### config.mk
export PLATFORM = sky130hd
export DESIGN_NAME = aes_tx_serializer
export DESIGN_NICKNAME = d
export VERILOG_FILES = /design/src/rtl/aes_uart_pkg.sv /design/src/rtl/aes_blk_fifo.sv /design/src/rtl/aes_tx_serializer.sv
export SDC_FILE = /design/constraint.sdc
export NUM_CORES = 1
export LEC_CHECK = 0
export CAP_MARGIN = 20
export CORE_MARGIN = 1.5
export CORE_UTILIZATION = 47
export CTS_CLUSTER_SIZE = 10
export DETAILED_ROUTE_END_ITERATION = 10
export HOLD_SLACK_MARGIN = 0.12
export PLACE_DENSITY = 0.72
export SLEW_MARGIN = 10
export SYNTH_ARGS = -nofsm -noshare
export SYNTH_HDL_FRONTEND = slang
export SYNTH_HIERARCHICAL = 1
export SYNTH_SLANG_ARGS = --single-unit
export TNS_END_PERCENT = 50
### constraint.sdc
create_clock -name clk -period 5.6 [get_ports clk]
set_clock_uncertainty 0.15 [all_clocks]
set_input_delay 0.56 -clock clk [delete_from_list [all_inputs] [get_ports clk]]
set_output_delay 0.56 -clock clk [all_outputs]
set_load 0.03 [all_outputs]
### src/rtl/aes_uart_pkg.sv
// Shared types and constants for the AES-result UART serializer:
// FSM state encoding, block/CRC constants and a CRC-8 byte update helper.
package aes_uart_pkg;

    typedef enum logic [1:0] {
        IDLE,
        LOAD,
        SEND,
        WAIT_DONE
    } tx_state_e;

    localparam int         BLOCK_BYTES = 16;
    localparam logic [7:0] CRC8_POLY   = 8'h07;

    // MSB-first CRC-8, no reflection; feed bytes in transmit order.
    function automatic logic [7:0] crc8_update(input logic [7:0] crc, input logic [7:0] data);
        logic [7:0] c;
        c = crc ^ data;
        for (int i = 0; i < 8; i++) begin
            c = c[7] ? ((c << 1) ^ CRC8_POLY) : (c << 1);
        end
        return c;
    endfunction

endpackage

### src/rtl/aes_blk_fifo.sv
// DEPTH x WIDTH block FIFO with wrap-around pointers and an explicit occupancy
// counter; a push while full is refused even if a pop happens the same cycle.
module aes_blk_fifo #(
    parameter int DEPTH = 2,
    parameter int WIDTH = 128
) (
    input  logic                   clk,
    input  logic                   rst_n,
    input  logic                   push_i,
    input  logic [WIDTH-1:0]       din_i,
    input  logic                   pop_i,
    output logic [WIDTH-1:0]       dout_o,
    output logic                   full_o,
    output logic                   empty_o,
    output logic [$clog2(DEPTH):0] count_o
);

    localparam int            AW       = $clog2(DEPTH);
    localparam int            CW       = AW + 1;
    localparam logic [CW-1:0] FULL_CNT = CW'(DEPTH);

    logic [WIDTH-1:0] mem_q [DEPTH];
    logic [AW-1:0]    wr_ptr_q;
    logic [AW-1:0]    rd_ptr_q;
    logic [CW-1:0]    count_q;
    logic [CW-1:0]    count_d;
    logic             push_ok;
    logic             pop_ok;

    assign full_o  = (count_q == FULL_CNT);
    assign empty_o = (count_q == '0);
    assign count_o = count_q;
    assign dout_o  = mem_q[rd_ptr_q];
    assign push_ok = push_i && !full_o;
    assign pop_ok  = pop_i && !empty_o;

    // NOTE: combinational blocks assign a default first so no path leaves count_d unassigned (no latch).
    always_comb begin
        count_d = count_q;
        case ({push_ok, pop_ok})
            2'b10:   count_d = count_q + 1'b1;
            2'b01:   count_d = count_q - 1'b1;
            default: count_d = count_q;
        endcase
    end

    // NOTE: sequential state uses non-blocking assignments so every flop samples pre-edge values.
    always_ff @(posedge clk) begin
        if (!rst_n) begin
            wr_ptr_q <= '0;
            rd_ptr_q <= '0;
            count_q  <= '0;
        end else begin
            if (push_ok) wr_ptr_q <= wr_ptr_q + 1'b1;
            if (pop_ok)  rd_ptr_q <= rd_ptr_q + 1'b1;
            count_q <= count_d;
        end
    end

    // NOTE: storage is deliberately not reset; pointers and count alone define which entries are valid.
    always_ff @(posedge clk) begin
        if (push_ok) mem_q[wr_ptr_q] <= din_i;
    end

endmodule

### src/rtl/aes_tx_serializer.sv
// Buffers 128-bit AES results and streams them byte-by-byte to a UART transmitter.
// Optional `AES_TX_SERIALIZER_CRC_EN appends a CRC-8 byte after the 16 data bytes.
module aes_tx_serializer
    import aes_uart_pkg::*;
#(
    parameter int DEPTH     = 2,
    parameter bit MSB_FIRST = 1'b1
) (
    input  logic         clk,
    input  logic         rst_n,
    input  logic         blk_valid,
    input  logic [127:0] blk_data,
    output logic         blk_ready,
    output logic         tx_dv,
    output logic [7:0]   tx_byte,
    input  logic         tx_active,
    input  logic         tx_done,
    output logic         busy,
    output logic         overflow
);

`ifdef AES_TX_SERIALIZER_CRC_EN
    localparam int FRAME_BYTES = BLOCK_BYTES + 1;
`else
    localparam int FRAME_BYTES = BLOCK_BYTES;
`endif

    tx_state_e              state_q;
    logic [127:0]           shift_q;
    logic [4:0]             cnt_q;
    logic                   overflow_q;
    logic [127:0]           fifo_dout;
    logic                   fifo_full;
    logic                   fifo_empty;
    logic [$clog2(DEPTH):0] fifo_count;
    logic                   fifo_pop;
    logic [7:0]             data_byte;

    aes_blk_fifo #(
        .DEPTH (DEPTH),
        .WIDTH (128)
    ) u_fifo (
        .clk     (clk),
        .rst_n   (rst_n),
        .push_i  (blk_valid),
        .din_i   (blk_data),
        .pop_i   (fifo_pop),
        .dout_o  (fifo_dout),
        .full_o  (fifo_full),
        .empty_o (fifo_empty),
        .count_o (fifo_count)
    );

    assign fifo_pop  = (state_q == LOAD);
    assign blk_ready = !fifo_full;
    assign busy      = (fifo_count != '0) || (state_q != IDLE);
    assign overflow  = overflow_q;
    assign data_byte = MSB_FIRST ? shift_q[127:120] : shift_q[7:0];
    // Strobe fires in the SEND cycle that finds the transmitter free, so it lasts one cycle.
    assign tx_dv     = (state_q == SEND) && !tx_active;

`ifdef AES_TX_SERIALIZER_CRC_EN
    logic [7:0] crc_q;

    assign tx_byte = (cnt_q == 5'(BLOCK_BYTES)) ? crc_q : data_byte;

    always_ff @(posedge clk) begin
        if (!rst_n) begin
            crc_q <= '0;
        end else if (state_q == LOAD) begin
            crc_q <= '0;
        end else if (tx_dv && (cnt_q < 5'(BLOCK_BYTES))) begin
            crc_q <= crc8_update(crc_q, data_byte);
        end
    end
`else
    assign tx_byte = data_byte;
`endif

    always_ff @(posedge clk) begin
        if (!rst_n) begin
            state_q    <= IDLE;
            shift_q    <= '0;
            cnt_q      <= '0;
            overflow_q <= 1'b0;
        end else begin
            if (blk_valid && fifo_full) overflow_q <= 1'b1;
            case (state_q)
                IDLE: begin
                    if (!fifo_empty) state_q <= LOAD;
                end
                LOAD: begin
                    shift_q <= fifo_dout;
                    cnt_q   <= '0;
                    state_q <= SEND;
                end
                SEND: begin
                    if (!tx_active) state_q <= WAIT_DONE;
                end
                WAIT_DONE: begin
                    if (tx_done) begin
                        shift_q <= MSB_FIRST ? (shift_q << 8) : (shift_q >> 8);
                        cnt_q   <= cnt_q + 5'd1;
                        state_q <= ((cnt_q + 5'd1) < 5'(FRAME_BYTES)) ? SEND : IDLE;
                    end
                end
                default: state_q <= IDLE;
            endcase
        end
    end

endmodule

==> impl_metrics.tcl <==
set metrics [dict create \
    cts_root_buf "clkbuf_16" \
    synthArstFlopShare_pct 0 \
    routedWlPerCell_um 18.9 \
    hold_viol_final 0 \
    placed_cells 1558 \
    maxCapViolCount 0 \
    grt_max_degree 106 \
    netlist_instances 1056 \
    hold_depth 1 \
    yosysTopAreaCell "edfxtp_1" \
    clk_pin_slew_ns 0.05 \
    ys_ff_latch 397 \
    r2r_start "state_q[1]$_SDFFE_PN0P_" \
    fin_tns_setup_ns 0 \
    post-route-period-util_pct 54.3 \
    layout_common_cells "edfxtp_1, clkdlybuf4s50_1, dfxtp_1" \
    post_cts_resized 0 \
    synth_nets 1191 \
    max_freq_ghz 0.329 \
    drc 0 \
    htreeDepth 2 \
    num_vias 9042 \
    cts_made_buffers 45 \
    die_h_um 185 \
    die_x_um 185 \
    cts_max_path_buffers 3 \
    cp_max_fo 50 \
    cts.sinks 397 \
    ant_nets 0 \
    areaGrowthSynthToFinish_pct 18.8 \
    worstSetupPathType "reg2out" \
    ff2ff_setup_slack_ns 2.62 \
    syn_avg_cell_area_um2 14.7 \
    required_ns 4.89 \
    status "completed" \
    cts_tree "yes" \
    setup_viol_count_final 0 \
    crit_arrival_ns 2.33 \
    final_common_cell "edfxtp_1" \
    cp-end-kind "output port" \
    synth_flop_cell "edfxtp_1" \
    timing.rr.end "u_fifo/count_o[1]$_SDFFE_PN0P_" \
    grt_overflow 0 \
    power_mw 8.28 \
    grt_antenna_before_repair 1 \
    rsz0062_at_grt "no" \
    hold_slack_ns 0.312 \
    grt_pass1_wl_mm 48.8 \
    maxSlewHeadroom_pct 27.1 \
    core_area_um2 32500 \
    p_leak_nw 6.04 \
    synthTopCellsByArea "edfxtp_1, dfxtp_1, mux2_2" \
    worstMarginPinSlew_ns 1.09 \
    dp_hpwl_mm 18.3 \
    initial_core_util_pct 47.7 \
    drt_iter0_markers 790 \
    portBuffers 144 \
    fin_nets 1298 \
    fp.dieArea_um2 34100 \
    cts_hold_buf 0 \
    vias_per_cell 5.51 \
    io_pins 145 \
    drt_wl_total_mm 31.0 \
    start_kind "flip-flop" \
    yosys_warnings 6 \
    post_cts_buffers 0 \
    drt_pre_antenna_iters 5 \
    yosysUniqueCellTypes 39 \
    grt_pass1_vias 9016 \
    track_usage_pct 18.3 \
    hold-path-endpoint "shift_q[60]$_SDFFE_PN0P_" \
    min-delay-start "shift_q[60]$_SDFFE_PN0P_" \
    hold_class "reg2reg" \
    r2r_cells 6 \
    synth_edf_count 256 \
    power.density_nw_per_um2 449 \
    rows 66 \
    layout_min_cycle_time_ns 3.04 \
    slew_viol_final 0 \
    insertion_delay_ns 0.54 \
    synth_area_um2 15500 \
    ys_seq_area_share_pct 67.7 \
    place_congestion 0.753 \
    synth_top_area_share_pct 49.5 \
    ir_drop_uv 302 \
    instances_no_fill 1640 \
    drive_gt1_share_pct 16.4 \
]
-- power by group --
| part | internal (mW) | switching (mW) |
|---|---|---|
| Sequential | 3.64 | 0.291 |
| Combinational | 0.782 | 0.948 |
| Clock | 1.54 | 1.08 |
| Total | 5.97 | 2.31 |
-- final cells by class --
cell class,count,area [um^2]
multi-input combinational,560,4500
fill,2626,14100
timing repair buffer,153,1520
antenna,1,2.50
clock buffer,80,1290
sequential,397,10500
inverter,6,27.5
clock inverter,1,16.3
tap,442,553
-- state kept, by name (all words and copies together), names as in the netlist, named ones only --
name             count
cnt_q                5
overflow             1
shift_q            128
state_q              2
u_fifo/count_o       2
u_fifo/mem_q       256
u_fifo/rd_ptr_q      1
u_fifo/wr_ptr_q      1
-- worst max-delay path, stage by stage (launching register included) --
cell,delay (ns)
dfxtp_4,0.66
nor3b_1,0.39
clkdlybuf4s50_1,0.74
-- synthesized netlist by cell type (2+ instances only) --
cell type,n
edfxtp_1,256
dfxtp_1,141
mux2_2,128
nor2b_1,126
a31oi_1,121
o2bb2ai_1,120
buf_2,46
clkbuf_1,30
buf_4,9
buf_6,8
nand2_1,7
o21ai_0,7
nand3_1,6
a22o_1,5
inv_1,5
a21boi_0,4
and2_1,3
nand4_1,3
o21a_1,3
xnor2_1,3
a21boi_1,2
a21oi_1,2
ha_1,2
mux2i_1,2
nor3b_1,2
or3_1,2
-- cells by family after synthesis --
group,Yosys count,share of synthesized area [%]
buf+inv,99,3.37
flops,397,67.7
simple gates,158,6.31
fa+ha+maj,2,0.161
xor+xnor,3,0.169
mux,130,9.42
compound gates,267,12.8
-- stage by stage --
step | util, % | cell area, um^2 | setup WS (ns)
5_1_grt | 56.6 | 18400 | 2.38
4_1_cts | 56.6 | 18400 | 2.51
3_3_place_gp | 52.6 | 17100 | 2.25
3_5_place_dp | 52.6 | 17100 | 2.21
2_1_floorplan | - | 15500 | 1.39
6_report | 56.6 | 18400 | 2.56
-- layer usage --
layer / vias up / share of wire (%) / global-route usage, %
met4: 0 / 1.4 / 4.68
met5: - / 0 / 0
met1: 4469 / 46 / 26.4
li1: 4299 / - / -
met2: 238 / 47 / 28.8
met3: 36 / 5.4 / 3.06
-- worst max-delay path by stage --
stage / startpoint / end / slack, ns / cells past startpoint
2_1_floorplan: u_fifo/count_o[0]$_SDFFE_PN0P_ / u_fifo/mem_q[1][0]$_DFFE_PP_ / 1.39 / 2
3_3_place_gp: blk_valid / u_fifo/mem_q[0][54]$_DFFE_PP_ / 2.25 / 5
3_5_place_dp: blk_valid / u_fifo/mem_q[0][56]$_DFFE_PP_ / 2.21 / 5
4_1_cts: state_q[1]$_SDFFE_PN0P_ / tx_dv / 2.51 / 2
5_1_grt: state_q[1]$_SDFFE_PN0P_ / u_fifo/count_o[1]$_SDFFE_PN0P_ / 2.38 / 6
6_report: state_q[1]$_SDFFE_PN0P_ / tx_dv / 2.56 / 2
No activity file was read; power rests on OpenSTA's default activity.
